--- config.mk ---
export PLATFORM = sky130hd
export DESIGN_NAME = auto_correlation_sweep_ctrl_flat
export DESIGN_NICKNAME = d
export VERILOG_FILES = /design/src/rtl/autocorr_pkg.sv /design/src/rtl/auto_correlation_sweep_ctrl_if.sv /design/src/rtl/autocorr_bound_check.sv /design/src/rtl/auto_correlation_sweep_ctrl.sv /design/src/flat_wrapper.sv
export SDC_FILE = /design/constraint.sdc
export NUM_CORES = 1
export LEC_CHECK = 0
export BUFFER_PORTS_ARGS = -buffer_cell sky130_fd_sc_hd__buf_2
export CORE_MARGIN = 2
export CORE_UTILIZATION = 25
export DETAILED_ROUTE_END_ITERATION = 12
export PLACE_DENSITY_LB_ADDON = 0.08
export SLEW_MARGIN = 15
export SYNTH_ARGS = -nofsm -noshare
export SYNTH_HDL_FRONTEND = slang
export SYNTH_HIERARCHICAL = 1
export SYNTH_SLANG_ARGS = --single-unit
--- constraint.sdc ---
create_clock -name i_clk -period 2.9 [get_ports i_clk]
set_input_delay 0.145 -clock i_clk [delete_from_list [all_inputs] [get_ports i_clk]]
set_output_delay 0.145 -clock i_clk [all_outputs]
set_load 0.02 [all_outputs]
--- src/rtl/autocorr_pkg.sv ---
// Shared types for the auto-correlation lag sweep controller.
// State encoding and default result-record field widths.
package autocorr_pkg;

  localparam int DELTA_W = 8;
  localparam int OUT_W   = 32;

  typedef enum logic [1:0] {
    ST_IDLE = 2'd0,
    ST_INIT = 2'd1,
    ST_RUN  = 2'd2,
    ST_PUSH = 2'd3
  } state_e;

endpackage

--- src/rtl/auto_correlation_sweep_ctrl_if.sv ---
// Result-record valid/ready channel of the lag sweep controller.
// master = controller (producer), slave = consumer.
interface auto_correlation_sweep_ctrl_if
  import autocorr_pkg::*;
#(
  parameter int DELTA_WIDTH = DELTA_W,
  parameter int OUT_WIDTH   = OUT_W
);

  logic                   o_res_valid;
  logic                   i_res_ready;
  logic [DELTA_WIDTH-1:0] o_res_delta;
  logic [OUT_WIDTH-1:0]   o_res_total;
  logic [OUT_WIDTH-1:0]   o_res_match;
  logic                   o_res_sat;

  modport master (
    output o_res_valid,
    input  i_res_ready,
    output o_res_delta,
    output o_res_total,
    output o_res_match,
    output o_res_sat
  );

  modport slave (
    input  o_res_valid,
    output i_res_ready,
    input  o_res_delta,
    input  o_res_total,
    input  o_res_match,
    input  o_res_sat
  );

endinterface

--- src/rtl/autocorr_bound_check.sv ---
// Sticky out-of-window alarm on accepted match counts.
// Only instantiated when AUTOCORR_ALARM_EN is defined.
module autocorr_bound_check #(
  parameter int OUT_WIDTH = 32
) (
  input  logic                 clk_i,
  input  logic                 rst_ni,
  input  logic                 clr_i,
  input  logic                 chk_i,
  input  logic [OUT_WIDTH-1:0] match_i,
  input  logic [OUT_WIDTH-1:0] lo_i,
  input  logic [OUT_WIDTH-1:0] hi_i,
  output logic                 alarm_o
);

  logic alarm_q, alarm_d;
  logic out_of_win;

  assign out_of_win = (match_i < lo_i) | (match_i > hi_i);

  always_comb begin
    alarm_d = alarm_q;
    if (clr_i)
      alarm_d = 1'b0;
    else if (chk_i && out_of_win)
      alarm_d = 1'b1;
  end

  always_ff @(posedge clk_i or negedge rst_ni) begin
    if (!rst_ni) alarm_q <= 1'b0;
    else         alarm_q <= alarm_d;
  end

  assign alarm_o = alarm_q;

endmodule

--- src/rtl/auto_correlation_sweep_ctrl.sv ---
// Steps one auto_correlation datapath over a lag range, one record per lag.
// Optional sticky match-window alarm: define AUTOCORR_ALARM_EN.
module auto_correlation_sweep_ctrl
  import autocorr_pkg::*;
#(
  parameter int DELTA_WIDTH = DELTA_W,
  parameter int OUT_WIDTH   = OUT_W
) (
  input  logic                   i_clk,
  input  logic                   i_rst_n,
  input  logic                   i_start,
  input  logic                   i_abort,
  input  logic [DELTA_WIDTH-1:0] i_delta_first,
  input  logic [DELTA_WIDTH-1:0] i_delta_last,
  input  logic [OUT_WIDTH-1:0]   i_nsamples,
  output logic                   o_busy,
  output logic                   o_done,
  output logic                   o_ac_init,
  output logic [DELTA_WIDTH-1:0] o_ac_delta,
  input  logic [OUT_WIDTH-1:0]   i_ac_write_cnt,
  input  logic [OUT_WIDTH-1:0]   i_ac_match_cnt,
  input  logic                   i_ac_full,
`ifdef AUTOCORR_ALARM_EN
  input  logic [OUT_WIDTH-1:0]   i_lo_bound,
  input  logic [OUT_WIDTH-1:0]   i_hi_bound,
  output logic                   o_alarm,
`endif
  auto_correlation_sweep_ctrl_if.master res
);

  localparam logic [DELTA_WIDTH-1:0] ONE =
    {{(DELTA_WIDTH-1){1'b0}}, 1'b1};

  state_e                 state_q, state_d;
  logic [DELTA_WIDTH-1:0] cur_q, cur_d;
  logic [DELTA_WIDTH-1:0] last_q, last_d;
  logic [OUT_WIDTH-1:0]   nsamp_q, nsamp_d;
  logic [DELTA_WIDTH-1:0] rdelta_q, rdelta_d;
  logic [OUT_WIDTH-1:0]   rtotal_q, rtotal_d;
  logic [OUT_WIDTH-1:0]   rmatch_q, rmatch_d;
  logic                   rsat_q, rsat_d;
  logic                   init_q, init_d;
  logic                   done_q, done_d;
  logic                   accept;
  logic                   hs;
  logic                   hit;
  logic                   short_cnt;

  assign short_cnt = i_ac_write_cnt < nsamp_q;
  assign hit       = ~short_cnt | i_ac_full;

  always_comb begin
    state_d  = state_q;
    cur_d    = cur_q;
    last_d   = last_q;
    nsamp_d  = nsamp_q;
    rdelta_d = rdelta_q;
    rtotal_d = rtotal_q;
    rmatch_d = rmatch_q;
    rsat_d   = rsat_q;
    done_d   = 1'b0;
    accept   = 1'b0;
    hs       = 1'b0;
    // Abort overrides everything, including a same-cycle start.
    if (i_abort) begin
      state_d = ST_IDLE;
    end else begin
      unique case (state_q)
        ST_IDLE: begin
          if (i_start) begin
            accept  = 1'b1;
            cur_d   = i_delta_first;
            last_d  = i_delta_last;
            nsamp_d = i_nsamples;
            state_d = ST_INIT;
          end
        end
        ST_INIT: state_d = ST_RUN;
        ST_RUN: begin
          if (hit) begin
            rdelta_d = cur_q;
            rtotal_d = i_ac_write_cnt;
            rmatch_d = i_ac_match_cnt;
            rsat_d   = i_ac_full & short_cnt;
            state_d  = ST_PUSH;
          end
        end
        ST_PUSH: begin
          if (res.i_res_ready) begin
            hs = 1'b1;
            if (cur_q == last_q) begin
              done_d  = 1'b1;
              state_d = ST_IDLE;
            end else begin
              cur_d   = cur_q + ONE;
              state_d = ST_INIT;
            end
          end
        end
        default: state_d = ST_IDLE;
      endcase
    end
    init_d = state_d == ST_INIT;
  end

  always_ff @(posedge i_clk or negedge i_rst_n) begin
    if (!i_rst_n) begin
      state_q  <= ST_IDLE;
      cur_q    <= '0;
      last_q   <= '0;
      nsamp_q  <= '0;
      rdelta_q <= '0;
      rtotal_q <= '0;
      rmatch_q <= '0;
      rsat_q   <= 1'b0;
      init_q   <= 1'b0;
      done_q   <= 1'b0;
    end else begin
      state_q  <= state_d;
      cur_q    <= cur_d;
      last_q   <= last_d;
      nsamp_q  <= nsamp_d;
      rdelta_q <= rdelta_d;
      rtotal_q <= rtotal_d;
      rmatch_q <= rmatch_d;
      rsat_q   <= rsat_d;
      init_q   <= init_d;
      done_q   <= done_d;
    end
  end

  assign o_busy      = state_q != ST_IDLE;
  assign o_done      = done_q;
  assign o_ac_init   = init_q;
  assign o_ac_delta  = cur_q;

  assign res.o_res_valid = state_q == ST_PUSH;
  assign res.o_res_delta = rdelta_q;
  assign res.o_res_total = rtotal_q;
  assign res.o_res_match = rmatch_q;
  assign res.o_res_sat   = rsat_q;

`ifdef AUTOCORR_ALARM_EN
  autocorr_bound_check #(
    .OUT_WIDTH (OUT_WIDTH)
  ) u_bound (
    .clk_i   (i_clk),
    .rst_ni  (i_rst_n),
    .clr_i   (accept),
    .chk_i   (hs),
    .match_i (rmatch_q),
    .lo_i    (i_lo_bound),
    .hi_i    (i_hi_bound),
    .alarm_o (o_alarm)
  );
`endif

endmodule

--- src/flat_wrapper.sv ---
// flat-port wrapper written by rule: the top's interface ports become plain ports
module auto_correlation_sweep_ctrl_flat import autocorr_pkg::*;
#(
  parameter int DELTA_WIDTH = DELTA_W,
  parameter int OUT_WIDTH   = OUT_W
)
  (i_clk, i_rst_n, i_start, i_abort, i_delta_first, i_delta_last, i_nsamples, o_busy, o_done, o_ac_init, o_ac_delta, i_ac_write_cnt, i_ac_match_cnt, i_ac_full, res_o_res_valid, res_i_res_ready, res_o_res_delta, res_o_res_total, res_o_res_match, res_o_res_sat);
  auto_correlation_sweep_ctrl_if #(.DELTA_WIDTH(DELTA_WIDTH), .OUT_WIDTH(OUT_WIDTH)) res_i ();
  input  logic i_clk;
  input  logic i_rst_n;
  input  logic i_start;
  input  logic i_abort;
  input  logic [DELTA_WIDTH-1:0] i_delta_first;
  input  logic [DELTA_WIDTH-1:0] i_delta_last;
  input  logic [OUT_WIDTH-1:0] i_nsamples;
  output logic o_busy;
  output logic o_done;
  output logic o_ac_init;
  output logic [DELTA_WIDTH-1:0] o_ac_delta;
  input  logic [OUT_WIDTH-1:0] i_ac_write_cnt;
  input  logic [OUT_WIDTH-1:0] i_ac_match_cnt;
  input  logic i_ac_full;
  output wire logic [$bits(res_i.o_res_valid)-1:0] res_o_res_valid;
  input wire logic [$bits(res_i.i_res_ready)-1:0] res_i_res_ready;
  output wire logic [$bits(res_i.o_res_delta)-1:0] res_o_res_delta;
  output wire logic [$bits(res_i.o_res_total)-1:0] res_o_res_total;
  output wire logic [$bits(res_i.o_res_match)-1:0] res_o_res_match;
  output wire logic [$bits(res_i.o_res_sat)-1:0] res_o_res_sat;
  assign res_o_res_valid = res_i.o_res_valid;
  assign res_i.i_res_ready = res_i_res_ready;
  assign res_o_res_delta = res_i.o_res_delta;
  assign res_o_res_total = res_i.o_res_total;
  assign res_o_res_match = res_i.o_res_match;
  assign res_o_res_sat = res_i.o_res_sat;
  auto_correlation_sweep_ctrl #(.DELTA_WIDTH(DELTA_WIDTH), .OUT_WIDTH(OUT_WIDTH)) u_core (.i_clk(i_clk), .i_rst_n(i_rst_n), .i_start(i_start), .i_abort(i_abort), .i_delta_first(i_delta_first), .i_delta_last(i_delta_last), .i_nsamples(i_nsamples), .o_busy(o_busy), .o_done(o_done), .o_ac_init(o_ac_init), .o_ac_delta(o_ac_delta), .i_ac_write_cnt(i_ac_write_cnt), .i_ac_match_cnt(i_ac_match_cnt), .i_ac_full(i_ac_full), .res(res_i));
endmodule
Word-level counts from Yosys, hierarchy flattened. Index checks and enable logic that the tools add are counted.

Register bits: 125. Output and inout port bits: 85.

Add/sub/neg operators: 1. Order comparisons: 1. Equal/unequal tests: 8. Muxes and demuxes: 14. Bitwise operators: 4. Reduce and logical (&&, ||, !) cells: 6.

Operators with widths (number): $lt 32x32->1 (1); $mux 8 (3); $pmux 8 s2 (1); $add 8x1->8 const B (1); $eq 8x8->1 (1); $mux 2 (4); $pmux 2 s4 (1); $reduce_and 3->1 (2); $mux 1 (5); $reduce_and 5->1 (1); $eq 2x1->1 const B (2); $eq 2x2->1 const B (2); $ne 2x2->1 const B (2); $reduce_bool 2->1 (2); $logic_not 2->1 (1); $ne 2x1->1 const B (1); $not 1->1 (2); $and 1x1->1 (1); $or 1x1->1 (1).

Depth between registers and ports, before layout. Gate-level depths: netlist of the first run.

Depth after elaboration: 7. Gate-level depth with buffers: 10. Mapped depth without buffers: 9.

Worst setup path before layout of the first run. Ideal clock, no wire load.

Path type: reg-to-reg. Start point: reg u_core.nsamp_q[2]. End point: reg u_core.rdelta_q[0], in the netlist u_core/res.o_res_delta[0]. Library setup time: 125 ps. Arrival time: 2319 ps. Data required time: 2775 ps. Slack: 456 ps. Stages on the path, launching flop included: 11. Path buffers: 1. Period minus slack after synthesis: 2444 ps. Path through: dfrtp_1 > inv_1 > ha_1 > a211o_1 > a31oi_1 > o221ai_1 > a211oi_1 > o21ai_1 > o21ai_4 > buf_6 > mux2_2.

Word-level cells in the longest chain between the ends: 4.

RTL lines: start: declaration (line auto_correlation_sweep_ctrl.sv:37) `logic [OUT_WIDTH-1:0] nsamp_q, nsamp_d;`; start signal: assignment (line auto_correlation_sweep_ctrl.sv:122) `nsamp_q <= nsamp_d;`; $lt 32x32->1 (line auto_correlation_sweep_ctrl.sv:49) `assign short_cnt = i_ac_write_cnt < nsamp_q;`; $not 1->1 (line auto_correlation_sweep_ctrl.sv:50) `assign hit = ~short_cnt | i_ac_full;`; $or 1x1->1 (line auto_correlation_sweep_ctrl.sv:50); $reduce_and 3->1 (no source line); end signal: assignment (line auto_correlation_sweep_ctrl.sv:123) `rdelta_q <= rdelta_d;`; end: declaration (line auto_correlation_sweep_ctrl.sv:38) `logic [DELTA_WIDTH-1:0] rdelta_q, rdelta_d;`.

No other way between the ends. A chain may end at the register's enable or synchronous reset.

Final worst setup path of the first run.
Start point: reg u_core.nsamp_q[2]. End point: reg u_core.rtotal_q[9], in the netlist u_core/res.o_res_total[9].

Word-level cells in the longest chain between the ends: 4.

RTL lines: $lt 32x32->1 (line auto_correlation_sweep_ctrl.sv:49); $not 1->1 (line auto_correlation_sweep_ctrl.sv:50); $or 1x1->1 (line auto_correlation_sweep_ctrl.sv:50); $reduce_and 3->1 (no source line); end signal: assignment (line auto_correlation_sweep_ctrl.sv:124) `rtotal_q <= rtotal_d;`; end: declaration (line auto_correlation_sweep_ctrl.sv:39) `logic [OUT_WIDTH-1:0] rtotal_q, rtotal_d;`.

No other way between the ends.

==> results.rst, run 1 <==
.. list-table::
   :header-rows: 1

   * - Metric
     - Value
   * - Cell count after synthesis
     - 470
   * - DRT Wirelength
     - 16.3 mm
   * - Status
     - finished clean
   * - Path type of the worst setup path
     - reg2reg
   * - Area overhead of the layout relative to synthesis
     - 57.4%
   * - Total Power Consumption
     - 0.00785 W
   * - Post-layout utilization of the core
     - 0.403
   * - Seq/Total Area, Yosys
     - 0.556
   * - Post-DRT Antenna Nets
     - 0
   * - Final Hold Fails
     - 0
   * - Synth Cell Area
     - 5620 µm²
   * - Worst hold-check slack
     - 18.4 ps
   * - Final Cell Area
     - 8850 µm²
   * - Cts bufs inserted
     - 17
   * - Leakage Power
     - 4.23 nW
   * - Synth Net Count
     - 620
   * - Async SR Flop Fraction
     - 1.00
   * - Number of filler cells placed in the layout
     - 2190
   * - Origin of the worst setup path
     - u_core/nsamp_q[2]
   * - Endpoint of the worst register-to-register path
     - u_core/res.o_res_total[9]
   * - Worst-skew pair later-pin latency
     - 410 ps
   * - Routability congestion estimate from global placement
     - 0.754
   * - Reg-to-reg startpoint
     - u_core/nsamp_q[2]
   * - Number of buffers added on ports
     - 202
   * - Worst slew margin
     - 0.601
   * - Width of the die
     - 154 µm
   * - Footprint of the multi-input gates
     - 2280 µm²
   * - CTS clock-pin slew for the worst setup and hold paths
     - 60 ps
   * - Die area
     - 23700 µm²
   * - Peak clock frequency supported by timing
     - 362 MHz
   * - R2R setup slack
     - 140 ps
   * - Number of pins exceeding their max-slew limit in the final report
     - 0
   * - Path type of the worst min-delay path
     - in2reg
   * - Remaining design rule violation count
     - 0
   * - Yosys top cell by area
     - sky130_fd_sc_hd__dfrtp_1
   * - Clock H-tree levels
     - 4
   * - Grt ovf
     - 0
   * - # clock sinks
     - 125
   * - Shortest clock period the worst path allows after layout
     - 2760 ps
   * - Synth warnings
     - 6
   * - Post-Synthesis Mean Instance Area
     - 12.0 µm²
   * - Max Cap Viol
     - 0
   * - Dominant cells by area after synthesis
     - sky130_fd_sc_hd__dfrtp_1 (56%), sky130_fd_sc_hd__mux2_2 (16%), sky130_fd_sc_hd__ha_1 (7.1%)
   * - Iteration-0 DRC Markers
     - 165
   * - Top-area cell type share of the netlist area
     - 0.556
   * - Post-DP HPWL
     - 10.7 mm
   * - Maximum root-to-sink buffer count
     - 2
   * - Global-route wire length before repair
     - 24.8 mm
   * - Drt first pass iters
     - 4
   * - Most frequent cell after synthesis
     - sky130_fd_sc_hd__dfrtp_1
   * - Number of global-route vias before repair
     - 4855
   * - Post-synth cell types
     - 32
   * - Launching element type of the critical path
     - register
   * - Highest ir drop seen on vdd
     - 0.346 mV
   * - Main flop type after synthesis
     - sky130_fd_sc_hd__dfrtp_1
   * - Number of vias per cell after detailed routing
     - 4.27
   * - List of most frequent post-synthesis cells
     - sky130_fd_sc_hd__dfrtp_1 (125), sky130_fd_sc_hd__mux2_2 (81), sky130_fd_sc_hd__nand2_1 (52)
   * - Combined flip-flop and latch cell area
     - 3130 µm²
   * - Critical Path AT
     - 3040 ps
   * - Row count
     - 54
   * - Proportion of layout cells with a drive suffix above 1
     - 0.419
   * - Antenna violations before repair
     - 1
   * - Cell area power density
     - 887 nW/µm²
   * - Final setup slack of the worst path
     - 138 ps
   * - EDFF count, synth
     - 0
   * - I/O pin count
     - 203
   * - Endpoint required time on the critical path
     - 3180 ps
   * - Combined global-route utilization of all metal layers
     - 0.132
   * - Pin count of the biggest net entering global routing
     - 62
   * - Type of destination of the critical path
     - register
   * - Setup crit end
     - u_core/res.o_res_total[9]
   * - Initial Util
     - 0.256
   * - Setup Viol. Count Final
     - 0
   * - #FFs+latches synth
     - 125
   * - Total number of vias
     - 4650
   * - Worst slew pin tran
     - 598 ps
   * - Root buffer selected by CTS
     - sky130_fd_sc_hd__clkbuf_16
   * - Fraction of the cycle the final worst path needs
     - 0.952
   * - Largest clock skew in the final design
     - 12.7 ps
   * - Worst Reg2Reg Path Length in Cells
     - 11
   * - Area post-placement
     - 6980 µm²
   * - Core ar.
     - 22000 µm²
   * - Post-DR wirelength/cell
     - 14.9 µm
   * - Clock tree from TritonCTS
     - yes
   * - Number of nets at the end of the flow
     - 946
   * - Die height
     - 154 µm
   * - Maximum net fanout on the critical path
     - 7
   * - Worst slack after detailed placement
     - -146 ps
## repair_timing
action                                  in CTS  in global routing
endpoints found under the setup margin      72                 63
hold buffers                               103                  0
hold endpoints to repair                   161                  0
gates resized for setup                      2                  9
setup buffers                                0                  4
gates cloned                                 0                  7
pin swaps                                    0                  5
## cell usage in the layout (no fill, tap or decap), types with 2 or more instances in the layout
cell type	Yosys	routed
sky130_fd_sc_hd__mux2_2	81	81
sky130_fd_sc_hd__clkinv_2	0	3
sky130_fd_sc_hd__nor2_1	9	8
sky130_fd_sc_hd__ha_1	32	31
sky130_fd_sc_hd__nand2_1	52	52
sky130_fd_sc_hd__bufinv_16	0	3
sky130_fd_sc_hd__o22ai_1	2	2
sky130_fd_sc_hd__clkbuf_1	10	3
sky130_fd_sc_hd__xor2_1	8	8
sky130_fd_sc_hd__a21o_1	2	2
sky130_fd_sc_hd__dfrtp_1	125	125
sky130_fd_sc_hd__buf_12	0	4
sky130_fd_sc_hd__buf_4	0	7
sky130_fd_sc_hd__clkbuf_16	0	22
sky130_fd_sc_hd__dlygate4sd3_1	0	103
sky130_fd_sc_hd__nand4_1	6	6
sky130_fd_sc_hd__nor4_1	4	4
sky130_fd_sc_hd__nand2b_1	3	3
sky130_fd_sc_hd__buf_6	7	4
sky130_fd_sc_hd__nand3_1	7	7
sky130_fd_sc_hd__buf_2	1	201
sky130_fd_sc_hd__a21oi_1	28	28
sky130_fd_sc_hd__clkinvlp_4	0	2
sky130_fd_sc_hd__inv_1	35	35
sky130_fd_sc_hd__clkbuf_8	0	2
sky130_fd_sc_hd__o21ai_0	40	40
sky130_fd_sc_hd__a211oi_1	4	3
## how the worst min path moves through the flow
stage	from	endpoint	slack, ps	depth (start not counted)
3_3_place_gp	i_rst_n	u_core/res.o_res_match[0]	160	1
4_1_cts	i_ac_write_cnt[12]	u_core/res.o_res_total[12]	6	2
6_report	i_ac_write_cnt[14]	u_core/res.o_res_total[14]	20	2
5_1_grt	i_ac_write_cnt[10]	u_core/res.o_res_total[10]	7	2
2_1_floorplan	i_rst_n	u_core/last_q[0]	-150	0
3_5_place_dp	i_rst_n	u_core/res.o_res_match[1]	180	1
## routing by layer
metal,share of wire,track usage,vias up
met3,0.056,0.0409,14
met5,0,0,-
met4,0.013,0.0374,0
met1,0.47,0.170,2198
li1,-,-,2290
met2,0.46,0.213,148
## worst max-delay path: stages, from the launching register on
cell and delay [ps]:
sky130_fd_sc_hd__dfrtp_1 360, sky130_fd_sc_hd__inv_1 100, sky130_fd_sc_hd__ha_4 210, sky130_fd_sc_hd__a211o_1 260, sky130_fd_sc_hd__a31oi_2 160, sky130_fd_sc_hd__o221ai_2 140, sky130_fd_sc_hd__a211oi_2 340, sky130_fd_sc_hd__o21ai_2 140
sky130_fd_sc_hd__o21ai_4 230, sky130_fd_sc_hd__buf_12 180, sky130_fd_sc_hd__clkbuf_16 170, sky130_fd_sc_hd__mux2_2 330
## flip-flops by register name (all words and copies together) (netlist names)
register	flops
u_core/res.o_res_delta	8
u_core/state_q	2
u_core/last_q	8
u_core/res.o_res_sat	1
u_core/res.o_res_total	32
u_core/o_ac_delta	8
u_core/o_done	1
u_core/o_ac_init	1
u_core/res.o_res_match	32
u_core/nsamp_q	32
## kinds of logic after synthesis
kind of cell / share of synthesized area
fa+ha+maj: 0.0712
flops: 0.556
compound gates: 0.0859
buf+inv: 0.0450
xor+xnor: 0.0125
simple gates: 0.0650
mux: 0.164
## through the flow
| step | TNS, ps | cells |
|---|---|---|
| after floorplan | 0 | 470 |
| after detailed placement | -8000 | 943 |
| after global placement | -1660 | 943 |
| final | 0 | 1090 |
| after CTS | 0 | 1078 |
| after global routing | -130 | 1089 |
## layout make-up
class                      count  area share
clock buffer                  22      0.0524
timing repair buffer         325       0.266
inverter                      35      0.0148
antenna                        1    0.000283
multi-input combinational    292       0.258
clock inverter                10      0.0155
sequential                   125       0.353
tap                          280      0.0396
## power by group
group	internal [W]	switching (W)	total, W
registers	0.00246	0.000376	0.00283
clock network	0.00140	0.000775	0.00217
logic	0.00126	0.00158	0.00284
Note: power is estimated with default switching activity, not from simulation.
==> run 2, diff against run 1 <==
--- a/config.mk
+++ b/config.mk
@@ -6,10 +6,12 @@
 export NUM_CORES = 1
 export LEC_CHECK = 0
 export BUFFER_PORTS_ARGS = -buffer_cell sky130_fd_sc_hd__buf_2
+export CAP_MARGIN = 25
 export CORE_MARGIN = 2
 export CORE_UTILIZATION = 25
 export DETAILED_ROUTE_END_ITERATION = 12
 export PLACE_DENSITY_LB_ADDON = 0.08
+export RECOVER_POWER = 100
 export SLEW_MARGIN = 15
 export SYNTH_ARGS = -nofsm -noshare
 export SYNTH_HDL_FRONTEND = slang
==> results.rst, run 2 (synthesis gave the netlist of run 1 again) <==
.. list-table::
   :header-rows: 1

   * - Metric
     - Value
   * - Status
     - finished with violations
   * - Violations in the final reports
     - capacitance limit, slew limit
   * - Critical Path AT
     - 3030 ps (about the same)
   * - Area overhead of the layout relative to synthesis
     - 54.8%
   * - Root buffer selected by CTS
     - sky130_fd_sc_hd__clkbuf_16
   * - Cell area power density
     - 885 nW/µm² (-0.22%)
   * - Combined global-route utilization of all metal layers
     - 0.132 (unchanged)
   * - TNS Setup
     - 0 ps (unchanged)
   * - Type of destination of the critical path
     - register
   * - Routed met2 length
     - 7.49 mm (-0.50%)
   * - Switching share of total power
     - 0.357 (+0.00877)
   * - Number of nets at the end of the flow
     - 946 (unchanged)
   * - Peak clock frequency supported by timing
     - 364 MHz (+0.53%)
   * - Highest ir drop seen on vdd
     - 0.340 mV (-1.6%)
   * - Post-placement cell count
     - 943 (unchanged)
   * - Leakage Power
     - 3.96 nW (-6.3%)
   * - Routability congestion estimate from global placement
     - 0.754 (unchanged)
   * - Final Hold Fails
     - 0 (unchanged)
   * - I/O pin count
     - 203 (unchanged)
   * - Number of stages on the worst hold path
     - 2 (unchanged)
   * - Endpoint of the worst register-to-register path
     - u_core/res.o_res_total[9]
   * - Number of filler cells placed in the layout
     - 2238 (+2.2%)
   * - Number of buffers added on ports
     - 202 (unchanged)
   * - Endpoint required time on the critical path
     - 3180 ps (about the same)
   * - Largest clock skew in the final design
     - 13.0 ps (+0.280 ps)
   * - Net Switching
     - 0.00275 W (+0.59%)
   * - Core ar.
     - 22000 µm² (unchanged)
   * - Clock tree from TritonCTS
     - yes
   * - Worst Reg2Reg Path Length in Cells
     - 11 (unchanged)
   * - Reg-to-reg startpoint
     - u_core/nsamp_q[2]
   * - Die height
     - 154 µm (unchanged)
   * - Area post-placement
     - 6980 µm² (unchanged)
   * - Grt ovf
     - 0 (unchanged)
   * - Global-route wire length before repair
     - 24.8 mm (unchanged)
   * - Maximum root-to-sink buffer count
     - 2 (unchanged)
   * - Cell-internal power
     - 0.00495 W (-3.2%)
   * - Remaining design rule violation count
     - 0 (unchanged)
   * - Power share of the combinational group
     - 0.347 (-0.015)
   * - Path type of the worst min-delay path
     - in2reg
   * - Proportion of layout cells with a drive suffix above 1
     - 0.310 (-0.109)
   * - Row count
     - 54 (unchanged)
   * - Register share of total power
     - 0.371 (+0.010)
   * - Width of the die
     - 154 µm (unchanged)
   * - Post-DR wirelength/cell
     - 14.9 µm (about the same)
   * - Worst slew margin
     - -0.0509 (-0.652)
   * - Setup Viol. Count Final
     - 0 (unchanged)
   * - Largest stage delay on the critical path
     - 360 ps (about the same)
   * - Post-DRT Antenna Nets
     - 0 (unchanged)
   * - Iteration-0 DRC Markers
     - 179 (+8.5%)
   * - Most common cell after layout, fill and taps aside
     - sky130_fd_sc_hd__dfrtp_1
   * - Maximum net fanout on the critical path
     - 7 (unchanged)
   * - Number of vias per cell after detailed routing
     - 4.27 (about the same)
   * - Min-Delay Endpoint
     - u_core/res.o_res_total[14]
   * - Total number of vias
     - 4652 (+0.043%)
   * - Post-DP HPWL
     - 10.7 mm (unchanged)
   * - Clk network pwr share
     - 0.282 (+0.005)
   * - Drt first pass iters
     - 4 (unchanged)
   * - Max Cap Viol
     - 1 (+1)
   * - Chain of cells forming the critical path
     - inv_1 -> ha_4 -> a211o_1 -> a31oi_2 -> o221ai_2 -> a211oi_2 -> o21ai_2 -> o21ai_4 -> buf_12 -> clkbuf_16 -> mux2_2
   * - Fraction of the cycle the final worst path needs
     - 0.947 (-0.00504)
   * - Met1 Wirelength
     - 7.61 mm (about the same)
   * - Antenna violations before repair
     - 1 (unchanged)
   * - Number of global-route vias before repair
     - 4855 (unchanged)
   * - Shortest clock period the worst path allows after layout
     - 2750 ps (-14.6 ps)
   * - Layout Cells excl Fill
     - 1090 (unchanged)
   * - Number of pins exceeding their max-slew limit in the final report
     - 62 (+62)
   * - Min-Delay Startpoint
     - i_ac_write_cnt[14]
   * - Clock H-tree levels
     - 4 (unchanged)
   * - Post-layout utilization of the core
     - 0.396 (-0.00672)
   * - CTS clock-pin slew for the worst setup and hold paths
     - 60 ps (about the same)
   * - Cts bufs inserted
     - 17 (unchanged)
   * - DRT Wirelength
     - 16.3 mm (about the same)
   * - Initial Util
     - 0.256 (unchanged)
   * - Total Power Consumption
     - 0.00770 W (-1.9%)
   * - Met3 routed WL
     - 948 µm (+5.0%)
   * - Commonest cells after routing, fill and taps aside
     - sky130_fd_sc_hd__dfrtp_1 (125), sky130_fd_sc_hd__buf_2 (116), sky130_fd_sc_hd__dlygate4sd3_1 (103)
   * - R2R setup slack
     - 150 ps (about the same)
   * - Worst slew pin tran
     - 1580 ps (+978 ps)
   * - Crit path max-delay family
     - compound AO/OA/AOI/OAI gates
   * - Die area
     - 23700 µm² (unchanged)
   * - # clock sinks
     - 125 (unchanged)
   * - Pin count of the biggest net entering global routing
     - 62 (unchanged)
   * - Launching element type of the critical path
     - register
   * - Uppermost routed layer
     - met4
   * - Max stage delay cell, worst path
     - sky130_fd_sc_hd__dfrtp_1
   * - Sum of buffers and inverters on the critical path
     - 3 (unchanged)
   * - Final Cell Area
     - 8700 µm² (-1.7%)
   * - Worst-skew pair later-pin latency
     - 410 ps (about the same)
   * - Path type of the worst setup path
     - reg2reg
[run 2: cell types whose count changed in the layout (fill, tap and decap cells not counted)]
cell / before / now
sky130_fd_sc_hd__clkbuf_2: 0 / 4
sky130_fd_sc_hd__clkbuf_4: 0 / 1
sky130_fd_sc_hd__nor2_1: 8 / 9
sky130_fd_sc_hd__buf_4: 7 / 2
sky130_fd_sc_hd__buf_6: 4 / 3
sky130_fd_sc_hd__buf_12: 4 / 3
sky130_fd_sc_hd__nor2_4: 1 / 0
sky130_fd_sc_hd__buf_2: 201 / 116
sky130_fd_sc_hd__clkbuf_1: 3 / 90
[run 2: worst max-delay path by stage]
| stage | end | start | slack [ps] | cells past startpoint |
|---|---|---|---|---|
| final | u_core/res.o_res_total[9] | u_core/nsamp_q[2] | 150 | 11 |
| after CTS | u_core/res.o_res_match[19] | u_core/nsamp_q[2] | 40 | 10 |
| after floorplan | u_core/res.o_res_delta[0] | u_core/nsamp_q[2] | 460 | 10 |
| after global placement | u_core/res.o_res_match[0] | u_core/nsamp_q[2] | -40 | 10 |
| after detailed placement | u_core/res.o_res_match[13] | u_core/nsamp_q[2] | -150 | 10 |
| after global routing | u_core/res.o_res_total[14] | u_core/nsamp_q[2] | -20 | 11 |
[run 2: timing repair]
item,in CTS,in global routing
hold buffers,103,0
resized for setup,2,9
setup endpoints to repair,72,63
pin swaps,0,5
setup buffers,0,4
gates cloned,0,7
endpoints found under the hold margin,161,0
[run 2: area by class of cell]
type / count / area, µm² / share of cell area
multi-input cells: 292 / 2270 / 0.261
well taps: 280 / 350 / 0.0403
clock buffers: 22 / 464 / 0.0533
clock inverters: 10 / 138 / 0.0158
flip-flops and latches: 125 / 3130 / 0.359
inverters: 35 / 131 / 0.0151
repair buffers: 325 / 2210 / 0.254
diodes: 1 / 2.50 / 0.000288
[run 2: per-layer routing]
layer / up-vias / track usage
li1: 2292 / -
met1: 2192 / 0.170
met2: 154 / 0.213
met3: 14 / 0.0409
met4: 0 / 0.0374
met5: - / 0
[run 2: metrics by stage]
step | hold WS (ps) | setup slack (ps)
after floorplan | -151 | 456
after global placement | 160 | -43.5
after detailed placement | 177 | -146
after CTS | 5.52 | 38.5
after global routing | 6.85 | -17.5
final | 18.5 | 153
[run 2: power by group through the flow]
stage | Combinational (W) | Clock [W] | Sequential, W
final | 0.00267 | 0.00217 | 0.00285
after global routing | 0.00293 | 0.00234 | 0.00295
after CTS | 0.00281 | 0.00226 | 0.00284
after detailed placement | 0.00268 | 0 | 0.00287
after global placement | 0.00265 | 0 | 0.00285
after floorplan | 0.00102 | 0 | 0.00351
==> run 3, diff against run 2 <==
--- a/config.mk
+++ b/config.mk
@@ -10,6 +10,7 @@
 export CORE_MARGIN = 2
 export CORE_UTILIZATION = 25
 export DETAILED_ROUTE_END_ITERATION = 12
+export GPL_TIMING_DRIVEN = 0
 export PLACE_DENSITY_LB_ADDON = 0.08
 export RECOVER_POWER = 100
 export SLEW_MARGIN = 15
==> constraint.sdc (replaced) <==
create_clock -name i_clk -period 2.7 [get_ports i_clk]
set_input_delay 0.135 -clock i_clk [delete_from_list [all_inputs] [get_ports i_clk]]
set_output_delay 0.135 -clock i_clk [all_outputs]
set_load 0.02 [all_outputs]
==> results.rst, run 3 (synthesis gave the netlist of run 1 again) <==
.. list-table::
   :header-rows: 1

   * - Metric
     - Value
   * - Status
     - finished with violations
   * - Violations in the final reports
     - capacitance limit, slew limit
   * - # clock sinks
     - 125 (unchanged)
   * - Cts bufs inserted
     - 17 (unchanged)
   * - I/O pin count
     - 203 (unchanged)
   * - Final Hold Fails
     - 0 (unchanged)
   * - Area overhead of the layout relative to synthesis
     - 63.0%
   * - Number of buffers added on ports
     - 202 (unchanged)
   * - Antenna violations before repair
     - 0 (-1)
   * - Path type of the worst min-delay path
     - in2reg
   * - Number of pins exceeding their max-slew limit in the final report
     - 60 (-3.2%)
   * - Largest clock skew in the final design
     - 9.56 ps (-3.41 ps)
   * - Number of nets at the end of the flow
     - 965 (+2.0%)
   * - Highest ir drop seen on vdd
     - 0.380 mV (+12%)
   * - Worst hold-check slack
     - 24.3 ps (+5.85 ps)
   * - Post-DP HPWL
     - 11.7 mm (+9.3%)
   * - Remaining design rule violation count
     - 0 (unchanged)
   * - Die area
     - 23700 µm² (unchanged)
   * - Worst slew pin tran
     - 1550 ps (-22.8 ps)
   * - Row count
     - 54 (unchanged)
   * - Max Cap Viol
     - 1 (unchanged)
   * - Grt ovf
     - 0 (unchanged)
   * - Maximum net fanout on the critical path
     - 6 (-1)
   * - Fraction of the cycle the final worst path needs
     - 0.997 (+0.0500)
   * - Maximum root-to-sink buffer count
     - 2 (unchanged)
   * - Global-route wire length before repair
     - 27.6 mm (+11%)
   * - Setup Viol. Count Final
     - 0 (unchanged)
   * - Peak clock frequency supported by timing
     - 371 MHz (+2.0%)
   * - Type of destination of the critical path
     - register
   * - Footprint of the multi-input gates
     - 2540 µm² (+12%)
   * - Worst-skew pair later-pin latency
     - 410 ps (about the same)
   * - Combined flip-flop and latch cell area
     - 3130 µm² (unchanged)
   * - Number of vias per cell after detailed routing
     - 4.35 (+1.9%)
   * - Clock H-tree levels
     - 4 (unchanged)
   * - Pin count of the biggest net entering global routing
     - 68 (+9.7%)
   * - Commonest cells after routing, fill and taps aside
     - sky130_fd_sc_hd__dfrtp_1 (125), sky130_fd_sc_hd__buf_2 (117), sky130_fd_sc_hd__dlygate4sd3_1 (108)
   * - Core ar.
     - 22000 µm² (unchanged)
   * - Initial Util
     - 0.256 (unchanged)
   * - Proportion of layout cells with a drive suffix above 1
     - 0.313 (+0.00292)
   * - Number of antenna repair diodes
     - 0 (-1)
   * - Width of the die
     - 154 µm (unchanged)
   * - Worst slew margin
     - -0.0357 (+0.0152)
   * - Post-layout utilization of the core
     - 0.417 (+0.0210)
   * - Die height
     - 154 µm (unchanged)
   * - Setup repair after global routing missed its margin
     - yes
   * - Iteration-0 DRC Markers
     - 127 (-29%)
   * - Total number of vias
     - 4815 (+3.5%)
   * - Root buffer selected by CTS
     - sky130_fd_sc_hd__clkbuf_16
   * - Most common cell after layout, fill and taps aside
     - sky130_fd_sc_hd__dfrtp_1
   * - Path type of the worst setup path
     - reg2reg
   * - Drt first pass iters
     - 4 (unchanged)
   * - CTS clock-pin slew for the worst setup and hold paths
     - 60 ps (about the same)
   * - Number of global-route vias before repair
     - 5184 (+6.8%)
   * - Leakage Power
     - 4.39 nW (+11%)
   * - Clock tree from TritonCTS
     - yes
   * - Combined global-route utilization of all metal layers
     - 0.147 (+0.0152)
   * - DRT Wirelength
     - 17.0 mm (+4.4%)
   * - Cell area power density
     - 968 nW/µm² (+9.4%)
   * - Critical Path AT
     - 2980 ps (-50 ps)
   * - Endpoint required time on the critical path
     - 2990 ps (-190 ps)
   * - Routability congestion estimate from global placement
     - 0.756 (+0.28%)
   * - Launching element type of the critical path
     - register
   * - Post-DRT Antenna Nets
     - 0 (unchanged)
   * - Shortest clock period the worst path allows after layout
     - 2690 ps (-54.5 ps)
   * - Number of filler cells placed in the layout
     - 2154 (-3.8%)
   * - Post-DR wirelength/cell
     - 15.3 µm (+2.8%)
## run 3: power by group
group | switching, W | internal [W] | leakage, nW | total [W]
combinational | 0.00177 | 0.00150 | 2.59 | 0.00326
clock | 0.000854 | 0.00166 | 0.302 | 0.00251
sequential | 0.000451 | 0.00264 | 1.50 | 0.00309
total | 0.00307 | 0.00579 | 4.39 | 0.00887
## run 3: cell type report
| type | count | area share |
|---|---|---|
| Sequential cell | 125 | 0.341 |
| Multi-Input combinational cell | 292 | 0.277 |
| Timing Repair Buffer | 328 | 0.245 |
| Clock buffer | 20 | 0.0487 |
| Tap cell | 280 | 0.0382 |
| Clock inverter | 11 | 0.0209 |
| Buffer | 16 | 0.0143 |
| Inverter | 35 | 0.0143 |
## run 3: routing by layer
layer  part of all wire  track usage  wire length (µm)
met2               0.45        0.227              7570
met1               0.48        0.199              8130
met3              0.057       0.0366               974
met5                  0            0                 0
met4              0.018       0.0534               302
## run 3: stage by stage
step / TNS (ps) / cell area [µm²] / total power (W) / worst slack (ps) / std cells
after floorplan: 0 / 5620 / 0.00487 / 256 / 470
after global placement: -75700 / 6980 / 0.00591 / -655 / 952
after detailed placement: -44220 / 7020 / 0.00599 / -643 / 953
after CTS: -7270 / 9380 / 0.00915 / -161 / 1111
after global routing: -5690 / 9170 / 0.00944 / -126 / 1107
final: 0 / 9170 / 0.00887 / 7.33 / 1107
## run 3: repair_timing
item / in CTS / in global routing
setup endpoints to repair: 72 / 72
hold endpoints to repair: 165 / 0
setup buffers: 14 / 2
pin swaps: 5 / 4
hold buffers: 108 / 0
cloned: 5 / 0
resized for setup: 91 / 9
## run 3: worst max-delay path, cell delays in order (launching register included)
cell and delay (ps):
sky130_fd_sc_hd__dfrtp_1 370, sky130_fd_sc_hd__inv_2 70, sky130_fd_sc_hd__ha_4 190, sky130_fd_sc_hd__a211o_1 240, sky130_fd_sc_hd__a31oi_1 190, sky130_fd_sc_hd__o221ai_2 170
sky130_fd_sc_hd__a211oi_2 300, sky130_fd_sc_hd__o21ai_2 120, sky130_fd_sc_hd__o21ai_4 200, sky130_fd_sc_hd__buf_12 170, sky130_fd_sc_hd__buf_12 120, sky130_fd_sc_hd__buf_8 120
sky130_fd_sc_hd__mux2_4 300
## run 3: path summary, 6_finish.rpt
kind,slack (ps),from,cells after the start,to
worst max-delay path,7,u_core/nsamp_q[2],12,u_core/res.o_res_match[14]
worst min-delay path,20,i_delta_first[4],3,u_core/o_ac_delta[4]
worst max register to register,7,u_core/nsamp_q[2],12,u_core/res.o_res_match[14]
worst min register to register,500,u_core/res.o_res_total[30],1,u_core/res.o_res_total[30]
max in group asynchronous,420,i_rst_n,3,u_core/o_done
min in group asynchronous,630,i_rst_n,2,u_core/res.o_res_match[0]
